**src/rtl/ptat_pkg.sv**
```systemverilog
// Shared types and widths for the PTAT averaging controller.
package ptat_pkg;
    localparam int A2D_W = 12;

    typedef enum logic [1:0] {IDLE, WAIT, CONV, DONE} ptat_state_t;
endpackage

```
**src/rtl/ptat_period_tmr.sv**
```systemverilog
// Clear/enable up-counter with a terminal-count flag at LIMIT-1.
// Used both as the sample-period timer and as the conversion watchdog.
module ptat_period_tmr #(
    parameter int LIMIT = 1024
) (
    input  logic clk,
    input  logic rst,
    input  logic clr,
    input  logic en,
    output logic tc
);
    localparam int W = (LIMIT > 2) ? $clog2(LIMIT) : 1;
    localparam logic [W-1:0] LAST = W'(LIMIT - 1);

    logic [W-1:0] cnt;

    always_ff @(posedge clk) begin
        if (rst || clr) begin
            cnt <= '0;
        end else if (en) begin
            cnt <= cnt + 1'b1;
        end
    end

    assign tc = en && (cnt == LAST);
endmodule

```
**src/rtl/ptat_avg_ctrl.sv**
```systemverilog
// PTAT A2D sequencer: periodic strt, accumulate 2^AVG_LOG2 results, publish rounded average.
// Define PTAT_TIMEOUT_EN to add the CONV watchdog and sticky err flag.
module ptat_avg_ctrl
    import ptat_pkg::*;
#(
    parameter int PERIOD   = 1024,
    parameter int AVG_LOG2 = 3,
    parameter int TIMEOUT  = 32
) (
    input  logic             clk,
    input  logic             rst,
    input  logic             en,
    output logic             strt,
    input  logic             cmplt,
    input  logic [A2D_W-1:0] a2d,
    output logic [A2D_W-1:0] temp,
    output logic             temp_vld,
    output logic             busy,
    output logic             err
);
    localparam int ACC_W = A2D_W + AVG_LOG2;
    localparam int CNT_W = AVG_LOG2 + 1;
    localparam logic [CNT_W-1:0] LAST_SMP = CNT_W'((1 << AVG_LOG2) - 1);
    localparam logic [ACC_W-1:0] RND      = ACC_W'((1 << AVG_LOG2) >> 1);

    ptat_state_t      state, state_next;
    logic [ACC_W-1:0] accum, acc_sum, rnd_sum;
    logic [CNT_W-1:0] smp_cnt;
    logic [A2D_W-1:0] temp_next;
    logic             strt_next, acc_add, acc_clr, publish, last_smp;
    logic             period_clr, period_en, period_tc;

    assign period_clr = (state != WAIT);
    assign period_en  = (state == WAIT);

    ptat_period_tmr #(.LIMIT(PERIOD)) u_period (
        .clk (clk),
        .rst (rst),
        .clr (period_clr),
        .en  (period_en),
        .tc  (period_tc)
    );

`ifdef PTAT_TIMEOUT_EN
    logic wd_clr, wd_en, wd_tc, err_set;

    assign wd_clr = (state != CONV);
    assign wd_en  = (state == CONV);

    ptat_period_tmr #(.LIMIT(TIMEOUT)) u_watchdog (
        .clk (clk),
        .rst (rst),
        .clr (wd_clr),
        .en  (wd_en),
        .tc  (wd_tc)
    );

    always_ff @(posedge clk) begin
        if (rst) begin
            err <= 1'b0;
        end else if (err_set) begin
            err <= 1'b1;
        end
    end
`else
    logic unused_timeout;
    assign unused_timeout = ^TIMEOUT;
    assign err = 1'b0;
`endif

    // Sum of 2^AVG_LOG2 12-bit samples plus half an LSB cannot overflow ACC_W bits
    assign acc_sum   = accum + ACC_W'(a2d);
    assign rnd_sum   = acc_sum + RND;
    assign temp_next = A2D_W'(rnd_sum >> AVG_LOG2);
    assign last_smp  = (smp_cnt == LAST_SMP);

    always_comb begin
        state_next = state;
        strt_next  = 1'b0;
        acc_add    = 1'b0;
        publish    = 1'b0;
`ifdef PTAT_TIMEOUT_EN
        err_set    = 1'b0;
`endif
        case (state)
            IDLE: if (en) state_next = WAIT;
            WAIT: begin
                if (!en) begin
                    state_next = IDLE;
                end else if (period_tc) begin
                    state_next = CONV;
                    strt_next  = 1'b1;
                end
            end
            // en is deliberately ignored until the in-flight conversion completes
            CONV: begin
                if (cmplt) begin
                    acc_add = 1'b1;
                    if (last_smp) begin
                        publish    = 1'b1;
                        state_next = DONE;
                    end else begin
                        state_next = en ? WAIT : IDLE;
                    end
                end
`ifdef PTAT_TIMEOUT_EN
                else if (wd_tc) begin
                    err_set    = 1'b1;
                    state_next = en ? WAIT : IDLE;
                end
`endif
            end
            DONE:    state_next = en ? WAIT : IDLE;
            default: state_next = IDLE;
        endcase
    end

    assign acc_clr = (state_next == IDLE) || (state == DONE);

    always_ff @(posedge clk) begin
        if (rst) begin
            state    <= IDLE;
            accum    <= '0;
            smp_cnt  <= '0;
            temp     <= '0;
            temp_vld <= 1'b0;
            strt     <= 1'b0;
            busy     <= 1'b0;
        end else begin
            state    <= state_next;
            strt     <= strt_next;
            temp_vld <= publish;
            busy     <= (state_next != IDLE);
            if (publish) temp <= temp_next;
            if (acc_clr) begin
                accum   <= '0;
                smp_cnt <= '0;
            end else if (acc_add) begin
                accum   <= acc_sum;
                smp_cnt <= smp_cnt + 1'b1;
            end
        end
    end
endmodule

```
**config.mk**
```make
export PLATFORM = sky130hd
export DESIGN_NAME = ptat_avg_ctrl
export DESIGN_NICKNAME = d
export VERILOG_FILES = /design/src/rtl/ptat_pkg.sv /design/src/rtl/ptat_period_tmr.sv /design/src/rtl/ptat_avg_ctrl.sv
export SDC_FILE = /design/constraint.sdc
export NUM_CORES = 1
export LEC_CHECK = 0
export BUFFER_PORTS_ARGS = -buffer_cell sky130_fd_sc_hd__buf_2
export CORE_AREA = 2 2 75 77
export DETAILED_ROUTE_END_ITERATION = 12
export DIE_AREA = 0 0 77 79
export PLACE_DENSITY = 0.71
export SLEW_MARGIN = 20
export SYNTH_ARGS = -nofsm -noshare
export SYNTH_HDL_FRONTEND = slang
export SYNTH_HIERARCHICAL = 1
export SYNTH_SLANG_ARGS = --single-unit
```
**constraint.sdc**
```tcl
create_clock -name clk -period 3 [get_ports clk]
set_input_delay 0.15 -clock clk [delete_from_list [all_inputs] [get_ports clk]]
set_output_delay 0.15 -clock clk [all_outputs]
set_load 0.01 [all_outputs]
```
==> Word-level counts from Yosys, hierarchy flattened <==
Index checks and enable logic that the tools add are counted.
{ "totals": {"register_bits": 46, "input_bits": 16, "out_inout_bits": 16, "wordCells": 41} }
{ "classes": {"n_addsub": 4, "eq_ne": 6, "muxes": 13, "n_bitwise": 2, "n_reduce_logical": 8} }
{ "op_table": {"columns": ["operator", "count"], "rows": [
  ["$add 15x12->15", 1],
  ["$add 15x3->15 const B", 1],
  ["$add 10x1->10 const B", 1],
  ["$eq 10x10->1 const B", 1],
  ["$mux 2", 5],
  ["$pmux 2 s4", 1],
  ["$mux 1", 7],
  ["$add 4x1->4 const B", 1],
  ["$eq 2x2->1 const B", 2],
  ["$eq 4x3->1 const B", 1],
  ["$logic_not 2->1", 2],
  ["$reduce_or 3->1", 1],
  ["$eq 2x1->1 const B", 1],
  ["$logic_or 1x1->1", 2],
  ["$ne 2x1->1 const B", 1],
  ["$not 1->1", 2],
  ["$reduce_bool 2->1", 1],
  ["$reduce_or 2->1", 1],
  ["$logic_and 1x1->1", 1]
]} }

==> Longest topological paths before layout <==
{ "depth": {"word_depth": 8, "ltp_mapped": 12, "mapped_depth_nobuf": 11} }

==> Hierarchy <==
Netlist, hierarchy kept.
{ "modules_own_cells": {"columns": ["module", "instances", "cells_per_inst", "area_each_um2"], "rows": [
  ["ptat_avg_ctrl", 1, 282, 2306.0],
  ["ptat_period_tmr", 1, 53, 478.0]
]} }

==> Least setup slack after synthesis <==
No wires, ideal clock.
{ "synth_path": {"path_type": "reg-to-reg", "startpoint": "reg accum[0]", "endpoint": "reg temp[10]", "arrival_ns": 2.470, "required_time_ns": 2.884, "setup_slack_ns": 0.414, "stages_incl_launch_ff": 12, "period_less_slack_ns": 2.586, "path_cell_list": "dfxtp_1 -> ha_1 -> inv_1 -> fa_1 -> nand2b_1 -> a21oi_1 -> xor2_1 -> nand4_1 -> nor3_1 -> nand4_1 -> mux2i_1 -> a31o_1"} }
{ "synth_via": {"elab_chain_cells": 2} }
{ "synth_rtl": {"columns": ["item", "line_no", "source"], "rows": [
  ["start, declared", "ptat_avg_ctrl.sv:27", "logic [ACC_W-1:0] accum, acc_sum, rnd_sum;"],
  ["start signal, assigned", "ptat_avg_ctrl.sv:139", "accum <= acc_sum;"],
  ["$add 15x12->15", "ptat_avg_ctrl.sv:72", "assign acc_sum = accum + ACC_W'(a2d);"],
  ["$add 15x3->15", "ptat_avg_ctrl.sv:73", "assign rnd_sum = acc_sum + RND;"],
  ["end signal, assigned", "ptat_avg_ctrl.sv:134", "if (publish) temp <= temp_next;"],
  ["end, declared", "ptat_avg_ctrl.sv:16", "output logic [A2D_W-1:0] temp,"]
]} }
No other way between the ends.
A chain may end at the register's enable or synchronous reset.

==> Worst setup path in the final report <==
Ends and elaborated chain as after synthesis.

==> out/results.ini <==
[layout]
final_core_util_pct=57.90
area_delta_synth_final_pct=11.01
layout.cells.most_common=sky130_fd_sc_hd__dfxtp_1
post_route_cells_drive_above_1_share_pct=17.76
design.final.nets=397
antenna_cells_inserted=0
layout.cells.most_common_list=sky130_fd_sc_hd__dfxtp_1, sky130_fd_sc_hd__nand2_1, sky130_fd_sc_hd__nor2_1, sky130_fd_sc_hd__buf_2, sky130_fd_sc_hd__a21oi_1

[flow_run]
number_of_max_cap_violations=0

[logic_synthesis]
yosys_warnings=6
synth_enable_flop_cells=0
synthDominantCellAreaShare_pct=33.08
yosys.area.top_type=sky130_fd_sc_hd__dfxtp_1
synthCells=335
avgSynthCellArea_sq_um=8.310
ys_dominant_reg_cell=sky130_fd_sc_hd__dfxtp_1
synthesis.nets=367
netlist_top_cells_area=sky130_fd_sc_hd__dfxtp_1, sky130_fd_sc_hd__ha_1, sky130_fd_sc_hd__nand2_1
synth-seq-cells=46
synth_area_sq_um=2784
synth-seq-area-share_pct=33.08
async_flop_share_pct=0
ys_types=61

[power_and_ir_drop]
clock_power_share_pct=34.4
max-vdd-ir-drop_mv=0.2085
totalPowerFinal_mw=1.087
static_leak_nw=1.186
power_switching_uw=271.9
internal_power_uw=815.2
pwr-share-seq_pct=56.4
power.switching_fraction_pct=25.01
comb_power_share_pct=9.2
power_per_cell_area_nw_per_um2=351.8

[clocking]
insertion_delay_of_the_later_clocked_pin_in_the_worst_skew_pair_ns=0.30
tritoncts_num_sinks=46
clockRootBuffer=sky130_fd_sc_hd__clkbuf_8
clkSlewWorstSetupHoldPaths_ns=0.09
cts-root-to-sink-buffers=2
cts.htree.levels=2
cts_tree=built
cts_post_setup_buffers_inserted=0
cts-buffers-inserted=5

[route]
finalWirelength_mm=6.139
dr_wl_met3_um=266
first_pass_iters=5
via_count=2422
drc=0
met1_length_mm=3.143
top_layer_used=met4
post_drt_via_cell_ratio=5.530
antenna_violating_nets_post_route=0
route.met2.wl_mm=2.682
drt_iter0_markers=149
avgRoutedWirePerCell_um=14.02

[floorplan]
placement_rows=27
fp.dieH_um=79
io_pins=32
design.core.area_sq_um=5338
start_util_pct=52.16
die_width_um=77
design.die.area_sq_um=6083

[run_status]
outcome=finished clean

[setup_path]
worstSetupPathType=reg2reg
timing.critical_path.arrival_ns=2.99
startpoint_type=register
reg2reg_slack_ns=0.21
critical_path_fanouts_max=4
worst_r2r_startpoint=accum[0]
critPathRequiredTime_ns=3.19
r2r_end=temp[10]
r2r_cells=11
critPathCaptureType=register

[timing]
setup_total_negative_slack_ns=0
holdWs_ns=0.1250
finalMaxSlewViolations=0
post-route-worst-setup-slack_ns=0.2063
fin_worst_skew_ns=0.009499
final-hold-violation-count=0
final_min_period_over_clock_period_pct=93.12
layout_min_cycle_time_ns=2.794
timing.final.setup_violations=0
fmax_mhz=357.9
slew_headroom_pct=57.73
rsz0062_at_grt=no
worstMarginPinSlew_ns=0.6319

[global_route]
grt_start_max_net_pins=22
track_usage_pct=21.18
first_global_vias=2276
grt_antenna_before_repair=0
grt-ovfl-total=0
grt_first_pass_wirelength_mm=10.53

[worst_hold_path]
hold_start=en
worstHoldEndpoint=strt
worstHoldPathCells=3
worstHoldPathType=in2reg

[placement]
finalWeightedCongestion=0.8303
place_ws_ns=0.1698
io_buffer_count=30
place.detailed.hpwl_mm=4.424

-- kinds of logic after synthesis --
kind of cell | count (synthesis) | share of synthesized area (%)
other | 1 | 0.1347
and+or+nand+nor | 138 | 24.49
muxes | 2 | 0.7191
adders and majority gates | 16 | 7.461
AOI/OAI and AO/OA | 81 | 21.08
DFF | 46 | 33.08
buffers and inverters | 27 | 5.213
xor gates and xnor gates | 24 | 7.820
-- through the flow --
stage	area (sq um)	std cells
final	3090	438
after global routing	3090	438
after CTS	3070	438
after detailed placement	2984	430
after global placement	2984	430
after floorplan	2784	335
-- repair_timing --
| action | CTS | global route |
|---|---|---|
| setup endpoints to repair | 0 | 5 |
| resized for setup | 0 | 4 |
| hold buffers | 0 | 0 |
-- flip-flops by register name (all words and copies together), names as in the netlist --
signal,count
strt,1
busy,1
temp,12
smp_cnt,4
temp_vld,1
state,2
accum,15
u_period/cnt,10
-- synthesized netlist by cell type (3+ instances only) --
cell type / number
sky130_fd_sc_hd__a21oi_1: 28
sky130_fd_sc_hd__nand2b_1: 4
sky130_fd_sc_hd__clkbuf_1: 7
sky130_fd_sc_hd__ha_1: 15
sky130_fd_sc_hd__a21o_1: 3
sky130_fd_sc_hd__xnor2_1: 7
sky130_fd_sc_hd__dfxtp_1: 46
sky130_fd_sc_hd__a211oi_2: 4
sky130_fd_sc_hd__a211oi_1: 10
sky130_fd_sc_hd__o21ai_0: 6
sky130_fd_sc_hd__nand2_1: 41
sky130_fd_sc_hd__nand4_1: 8
sky130_fd_sc_hd__o211ai_1: 4
sky130_fd_sc_hd__buf_6: 3
sky130_fd_sc_hd__nand3_1: 10
sky130_fd_sc_hd__xor2_1: 16
sky130_fd_sc_hd__nor3_1: 7
sky130_fd_sc_hd__inv_1: 12
sky130_fd_sc_hd__buf_4: 3
sky130_fd_sc_hd__a31oi_1: 3
sky130_fd_sc_hd__or3_1: 6
sky130_fd_sc_hd__nor3b_1: 3
sky130_fd_sc_hd__nor2_1: 40
sky130_fd_sc_hd__o31ai_1: 3
-- per-layer routing --
| layer | vias up | GRT usage [%] |
|---|---|---|
| met2 | 59 | 33.42 |
| li1 | 1253 | - |
| met3 | 7 | 3.750 |
| met1 | 1103 | 29.94 |
| met5 | - | 0 |
| met4 | 0 | 5.893 |
-- how the worst max path moves through the flow --
stage               startpoint       end  slack, ns  cells past startpoint
floorplan             accum[0]  temp[10]       0.41                     11
global placement      accum[0]  temp[10]       0.28                     11
detailed placement    accum[0]  temp[10]       0.17                     11
CTS                   accum[0]  temp[10]       0.10                     11
global route          accum[0]   temp[7]       0.05                     11
finish                accum[0]  temp[10]       0.21                     11
-- critical path, cell delays in order, from the launching register on --
cell and delay [ns]:
sky130_fd_sc_hd__dfxtp_1 0.34, sky130_fd_sc_hd__ha_1 0.18, sky130_fd_sc_hd__inv_1 0.07, sky130_fd_sc_hd__fa_2 0.39, sky130_fd_sc_hd__nor2b_4 0.12, sky130_fd_sc_hd__o2111ai_2 0.13, sky130_fd_sc_hd__a41oi_2 0.28, sky130_fd_sc_hd__o21bai_1 0.15
sky130_fd_sc_hd__a2111oi_4 0.50, sky130_fd_sc_hd__nand4_1 0.19, sky130_fd_sc_hd__mux2i_1 0.16, sky130_fd_sc_hd__a31o_1 0.18
-- cell type report --
type                       count  area (sq um)
sequential                    46         920.9
fill                         532          2247
multi-input combinational    262          1738
clock inverter                 2         13.76
timing repair buffer          38         210.2
tap                           72         90.09
clock buffer                   6         72.57
inverter                      12         45.04
-- power groups by stage --
stage / clock network, mW / registers [mW] / logic [mW]
2_1_floorplan: 0 / 0.628 / 0.0702
3_3_place_gp: 0 / 0.627 / 0.0966
3_5_place_dp: 0 / 0.627 / 0.0973
4_1_cts: 0.390 / 0.613 / 0.0978
5_1_grt: 0.413 / 0.614 / 0.109
6_report: 0.374 / 0.613 / 0.0998
Power figures use the tool's default switching activity.
